**src/rtl/store_buffer.sv**
```systemverilog
// Posted-write store buffer: in-order drain to the data memory write port, with
// combinational youngest-match load forwarding.
module store_buffer #(
    parameter int DEPTH = 4,
    parameter int AW    = 2
) (
    input  logic          clk,
    input  logic          rst_n,
    input  logic          push_valid,
    output logic          push_ready,
    input  logic [31:0]   push_addr,
    input  logic [31:0]   push_data,
    input  logic [3:0]    push_be,
    output logic          mem_we,
    output logic [31:0]   mem_addr,
    output logic [31:0]   mem_wdata,
    output logic [3:0]    mem_be,
    input  logic          mem_ready,
    input  logic [31:0]   ld_addr,
    output logic          ld_hit,
    output logic [31:0]   ld_data,
    output logic          ld_partial,
    output logic [AW:0]   count,
    output logic          empty,
    output logic          full
);

    logic [AW-1:0]              rd_ptr, wr_ptr;
    logic [DEPTH-1:0][31:0]     addr_q, data_q;
    logic [DEPTH-1:0][3:0]      be_q;
    logic                       push, pop;

    assign empty      = (count == '0);
    assign full       = (count == (AW+1)'(DEPTH));
    assign push_ready = !full;
    assign mem_we     = !empty;
    assign push       = push_valid && push_ready;
    assign pop        = mem_we && mem_ready;

    // Head outputs are held at zero while empty so stale slots never show up.
    assign mem_addr  = mem_we ? {addr_q[rd_ptr][31:2], 2'b00} : '0;
    assign mem_wdata = mem_we ? data_q[rd_ptr] : '0;
    assign mem_be    = mem_we ? be_q[rd_ptr]   : '0;

    always_ff @(posedge clk or negedge rst_n) begin
        if (!rst_n) begin
            rd_ptr <= '0;
            wr_ptr <= '0;
            count  <= '0;
            addr_q <= '0;
            data_q <= '0;
            be_q   <= '0;
        end else begin
            if (push) begin
                addr_q[wr_ptr] <= push_addr;
                data_q[wr_ptr] <= push_data;
                be_q[wr_ptr]   <= push_be;
                wr_ptr         <= wr_ptr + AW'(1);
            end
            if (pop)
                rd_ptr <= rd_ptr + AW'(1);
            if (push && !pop)
                count <= count + (AW+1)'(1);
            else if (pop && !push)
                count <= count - (AW+1)'(1);
        end
    end

    // Walk oldest to youngest so the last match seen is the youngest one.
    logic          match;
    logic [3:0]    match_be;
    logic [AW-1:0] idx;

    always_comb begin
        match    = 1'b0;
        match_be = '0;
        ld_data  = '0;
        idx      = '0;
        for (int i = 0; i < DEPTH; i++) begin
            idx = rd_ptr + AW'(i);
            if (((AW+1)'(i) < count) && (addr_q[idx][31:2] == ld_addr[31:2])) begin
                match    = 1'b1;
                match_be = be_q[idx];
                ld_data  = data_q[idx];
            end
        end
        ld_hit     = match && (match_be == 4'hF);
        ld_partial = match && (match_be != 4'hF);
    end

endmodule

```
**config.mk**
```make
export PLATFORM = sky130hd
export DESIGN_NAME = store_buffer
export DESIGN_NICKNAME = d
export VERILOG_FILES = /design/src/rtl/store_buffer.sv
export SDC_FILE = /design/constraint.sdc
export NUM_CORES = 1
export LEC_CHECK = 0
export CAP_MARGIN = 20
export CELL_PAD_IN_SITES_DETAIL_PLACEMENT = 0
export CELL_PAD_IN_SITES_GLOBAL_PLACEMENT = 1
export CORE_AREA = 2 2 295 151
export CTS_BUF_LIST = sky130_fd_sc_hd__clkbuf_8
export CTS_CLUSTER_SIZE = 30
export DETAILED_ROUTE_END_ITERATION = 7
export DIE_AREA = 0 0 297 153
export GPL_ROUTABILITY_DRIVEN = 1
export PLACE_DENSITY = 0.81
export SYNTH_ARGS = -nofsm -noshare
export SYNTH_HDL_FRONTEND = slang
export SYNTH_SLANG_ARGS = --single-unit
```
**constraint.sdc**
```tcl
create_clock -name clk -period 4.2 [get_ports clk]
set_input_delay 0.84 -clock clk [delete_from_list [all_inputs] [get_ports clk]]
set_output_delay 0.84 -clock clk [all_outputs]
set_load 0.01 [all_outputs]
```
Yosys cells after proc, flatten, opt, wreduce, memory -nomap -nowiden:

Cells that the tools add are included.

* bits in registers: 279
* bits in latches: 0
* RAM bits: 0
* ROM bits: 0
* output and inout port bits: 109
* logic and storage cells: 103
* memories: 0

* add/sub/neg operators: 6
* $mul: 0
* div/mod/pow operators: 0
* magnitude comparators: 10
* eq/ne operators: 7
* shift operators: 0
* muxes and demuxes: 48
* bitwise logic cells: 0
* reduce and logical (&&, ||, !) cells: 17

Operators with widths (count)
* binary-select mux 32 bit (select 2 bit): 8
* 2-to-1 mux 32 bit: 15
* bitwise mux 128 bit: 2
* equality test 30 bit: 4
* demux 32 bit (select 2 bit): 1
* 2-to-1 mux 4 bit: 10
* binary-select mux 4 bit (select 2 bit): 4
* bitwise mux 16 bit: 1
* < comparator 2 x 3 -> 1 bit (second input constant): 5
* logical AND 1 bit: 11
* demux 4 bit (select 2 bit): 1
* < comparator 1 x 3 -> 1 bit (first input constant): 2
* < comparator 2 x 3 -> 1 bit (first input constant): 2
* 2-to-1 mux 3 bit: 2
* adder 2 x 1 -> 2 bit (second input constant): 2
* adder 2 bit (second input constant): 2
* equality test 4 bit (second input constant): 1
* logical NOT 1 bit: 4
* 2-to-1 mux 1 bit: 4
* != test 4 bit (second input constant): 1
* adder 3 x 1 -> 3 bit (second input constant): 1
* equality test 3 bit (second input constant): 1
* logical NOT 3 bit: 1
* subtractor 3 x 1 -> 3 bit (second input constant): 1
* other kinds (2): 2

Depth between registers and ports, before layout:

* depth after elaboration: 10
* mapped depth: 16
* gate-level depth less buffers: 10

Least setup slack after synthesis:

Ideal clock, no wire load.

* path kind: input to output
* start point: input ld_addr[13]
* end point: output ld_hit
* arrival: 3.284 ns
* data required time: 3.360 ns
* setup slack: 0.076 ns
* stages on the path: 9
* cell sequence: clkbuf_1 a2bb2oi_1 or4b_2 a22oi_1 and4_1 buf_2 buf_2 mux2_2 o21ai_0

* longest elaborated chain between the ends: 8
* elaborated cells on any way between the ends: 18
* those cells by class: eq/ne (5); mux (8); reduce/logical (5)

Ends and longest elaborated chain
* start: declaration: RTL line 19 `input logic [31:0] ld_addr,`
* equality test 30 bit: RTL line 81 `if (((AW+1)'(i) < count) && (addr_q[idx][31:2] == ld_addr[31:2])) begin`
* logical AND 1 bit: RTL line 81
* 2-to-1 mux 4 bit (4 in series): RTL line 81
* equality test 4 bit: RTL line 87 `ld_hit = match && (match_be == 4'hF);`
* logical AND 1 bit *: RTL line 87
* end: declaration: RTL line 20 `output logic ld_hit,`

Mark *: on every way between the ends. The rest lies on a longest branch, timed or not.

Worst setup path after layout:

* start point: register rd_ptr[1]
* end point: output ld_data[11]

* longest elaborated chain between the ends: 8
* elaborated cells on any way between the ends: 31
* those cells by class: add/sub (3); eq/ne (4); mux (20); reduce/logical (4)

Ends and longest elaborated chain
* start: declaration: RTL line 28 `logic [AW-1:0] rd_ptr, wr_ptr;`
* start signal: assignment: RTL line 61 `rd_ptr <= rd_ptr + AW'(1);`
* adder 2 x 1 -> 2 bit or binary-select mux 32 bit (select 2 bit) (tied branches): RTL line 80, 81
* binary-select mux 32 bit (select 2 bit) or 2-to-1 mux 32 bit (tied branches): RTL line 81
* 2-to-1 mux 32 bit (not written as such) or equality test 30 bit (tied branches): RTL line 81
* equality test 30 bit or logical AND 1 bit (tied branches): RTL line 81
* logical AND 1 bit or 2-to-1 mux 32 bit (tied branches): RTL line 81
* 2-to-1 mux 32 bit (2 in series): RTL line 81
* 2-to-1 mux 32 bit *: RTL line 81
* end: declaration: RTL line 21 `output logic [31:0] ld_data,`

Mark *: on every way between the ends. The rest lies on a longest branch, timed or not. The select of a mux whose other input is x is not followed.

==> metrics.cfg <==
[logic_synthesis]
async_flop_share=1.00
synthXorXnorAreaFrac=0.0413
synth-main-ff-cell=dfrtp_1
netlist_area_um2=19900
synthMuxAreaShare=0.331
synth_area_per_cell_um2=10.4
ys_seq_area_frac=0.341
ys_ff_latch=271
synth_cells=1912
synth_top_family_by_area=multiplexers
ys_types=70
synthSimpleGateAreaFrac=0.0984
synth_compound_gate_area_share=0.133
synth_adder_area_share=0.00565
synth_edf_count=0
synth-warning-count=0

[grt]
grt_usage=0.336
grt_pass1_wl_um=115000
grt_start_max_net_pins=93
antenna_found_initial=8
grt_pass1_vias=18000
grt-ovfl-total=0

[setup_path]
critPathTopFamily=buffers and inverters
arrival_ns=4.30
critPathMaxFanout=15
startpoint_type=flop
max_stage_delay_ns=0.47
crit_type=flop to output pin
crit_path_end_kind=output pin
cp.required_ns=3.36
path_cells=buf_12 > buf_12 > buf_4 > mux2i_1 > nand2_1 > a311o_1 > nor4_2 > buf_4 > nand4_4 > buf_6 > buf_16 > a2111o_1 > mux2_4 > and4_1 > buf_2
cpMaxStageDelayCell=dfrtp_4
cp_num_buf_inv=7

[outcome]
status=finished, violations left
violations=negative setup slack

[sta]
setup_slack_ns=-0.943
max_freq_ghz=0.194
post-route-period-util=1.22
report.final.slew_viol_count=0
setup_viol=34
rsz0062_at_grt=true
skew_ns=0.0186
tightest_slew_ns=0.901
slew_headroom=0.400
hold_viol=0
timing.final.crit_period_ns=5.14

[pwr]
p_total_mw=26.0
internal_power_mw=14.6
p_sw_mw=11.4
pwr-share-comb=0.702
pwr-share-seq=0.201
leakage_nw=12.0
peakVddDrop_v=0.000532
swShare=0.439
power_density_nw_per_um2=950
pwr-share-clk=0.097

[place]
routabilityCongestion=1.03
place_hpwl_um=52900
numPortBuffers=206

[job]
cap_violations=0

[detailed_routing]
drc_errors=0
drt_iter0_drc=1673
viasPerCell=6.00
num_vias=18200
ant_nets=0
wl_per_cell_um=25.8
drt-total-wl_um=78200
dr.pass1.iters=6

[finish]
syn_to_final_growth_pct=37.7
finalNetCount=2511
drive_gt1_frac=0.412
final_util=0.638

[hold_path]
hp-class=input port to async pin

[cts]
clockBufferDepth=3
cts_tree=yes
h-tree-depth=2
clock-sinks=271
numCtsBuffers=43
ctsHoldBuffers=0
root_buffer=clkbuf_8
clk_pin_slew_worst_paths_ns=0.07
clk-insertion-delay-late_ns=0.61

[floorplanning]
die_h_um=153
row_count=54
design.die.area_um2=45400
initial_core_util=0.463
coreArea_um2=43000
die_w_um=297
pin_count=213

==> registers in the layout, indices dropped and copies added (netlist names) <==
name	count
addr_q	120
be_q	16
count	3
data_q	128
rd_ptr	2
wr_ptr	2
==> cell usage after synthesis (10+ instances only) <==
cell	number	area, um^2
dfrtp_1	271	6780
mux2i_1	203	2030
buf_2	22	110
a211oi_1	65	488
buf_4	13	97.6
buf_1	19	71.3
nor2b_1	31	194
inv_1	51	191
a21oi_1	45	225
o21bai_1	60	450
o21ai_0	19	95.1
nand2_1	161	604
and4_1	36	315
a2111o_1	29	327
nor2_1	61	229
nand3_1	16	80.1
mux4_2	30	676
a22oi_1	10	75.1
xor2_1	21	184
and2_1	23	144
nand4_1	15	93.8
xnor2_1	73	639
a21o_1	61	458
mux2_2	343	3860
clkbuf_1	106	398
==> cell type report <==
| cell class | count | area [um^2] |
|---|---|---|
| Antenna cell | 6 | 15.0 |
| Fill cell | 3525 | 15600 |
| Multi-Input combinational cell | 1421 | 13000 |
| Timing Repair Buffer | 609 | 5750 |
| Sequential cell | 271 | 6790 |
| Inverter | 52 | 203 |
| Tap cell | 588 | 736 |
| Clock buffer | 57 | 785 |
| Clock inverter | 21 | 153 |
==> cell usage in the layout (no fill, tap or decap), types with 29 or more instances in the layout <==
| cell | Yosys | layout |
|---|---|---|
| dfrtp_1 | 271 | 269 |
| xnor2_1 | 73 | 64 |
| a21oi_1 | 45 | 43 |
| mux4_2 | 30 | 30 |
| clkdlybuf4s50_1 | 0 | 171 |
| inv_1 | 51 | 57 |
| o21bai_1 | 60 | 58 |
| and4_1 | 36 | 34 |
| nand2_1 | 161 | 154 |
| a21o_1 | 61 | 61 |
| a2111o_1 | 29 | 29 |
| nor2b_1 | 31 | 31 |
| nor2_1 | 61 | 59 |
| buf_4 | 13 | 337 |
| a211oi_1 | 65 | 63 |
| buf_12 | 1 | 32 |
| mux2i_1 | 203 | 160 |
| clkbuf_8 | 0 | 57 |
| mux2_2 | 343 | 324 |
==> final timing paths <==
kind                             startpoint           to  slack [ns]  cells after the start
max in group asynchronous             rst_n   data_q[57]        2.94                      2
worst max-delay path              rd_ptr[1]  ld_data[11]       -0.94                     15
worst min register to register  data_q[115]  data_q[115]        0.53                      1
worst min-delay path                  rst_n  addr_q[108]        0.27                      1
worst max register to register     count[1]   addr_q[95]        1.55                      7
min in group clk                data_q[115]  data_q[115]        0.53                      1
==> power groups by stage <==
stage                     Sequential [mW]  Combinational [mW]  Clock [mW]
final                                5.23                18.3        2.53
after global routing                 5.41                19.2        2.70
after CTS                            5.15                17.4        2.58
after detailed placement             5.13                16.5           0
after global placement               4.98                16.3           0
after floorplan                      4.76                9.04           0
==> logic make-up (layout without fill, tap and decap cells) <==
family,count (synthesis),in the layout
mux,578,578
compound gates,353,353
flops,271,271
simple gates,385,385
fa+ha+maj,9,9
other cells,1,8
buf+inv,221,739
xor+xnor,94,94
==> routing by layer <==
metal | wire [um] | global-route usage
met4 | 1520 | 0.0726
met5 | 24 | 0
met3 | 8200 | 0.0986
met2 | 31500 | 0.465
met1 | 36900 | 0.510
==> through the flow <==
| stage | setup WS (ns) | TNS [ns] | hold slack, ns | std cells | cell area [um^2] |
|---|---|---|---|---|---|
| 3_3_place_gp | -1.06 | -33.41 | 0.500 | 2888 | 24900 |
| 3_5_place_dp | -1.01 | -32.43 | 0.507 | 2888 | 24900 |
| 5_1_grt | -1.07 | -33.81 | 0.310 | 3022 | 27400 |
| 2_1_floorplan | 0.0764 | 0 | 0.488 | 1913 | 19900 |
| 4_1_cts | -0.954 | -29.84 | 0.292 | 3006 | 27000 |
| 6_report | -0.943 | -29.89 | 0.269 | 3025 | 27400 |
==> timing repair <==
action,4_1_cts,5_1_grt
setup buffers,28,12
pin swaps,79,36
endpoints found under the setup margin,60,45
gates cloned,12,3
resized for setup,283,59
Power figures use the tool's default switching activity.
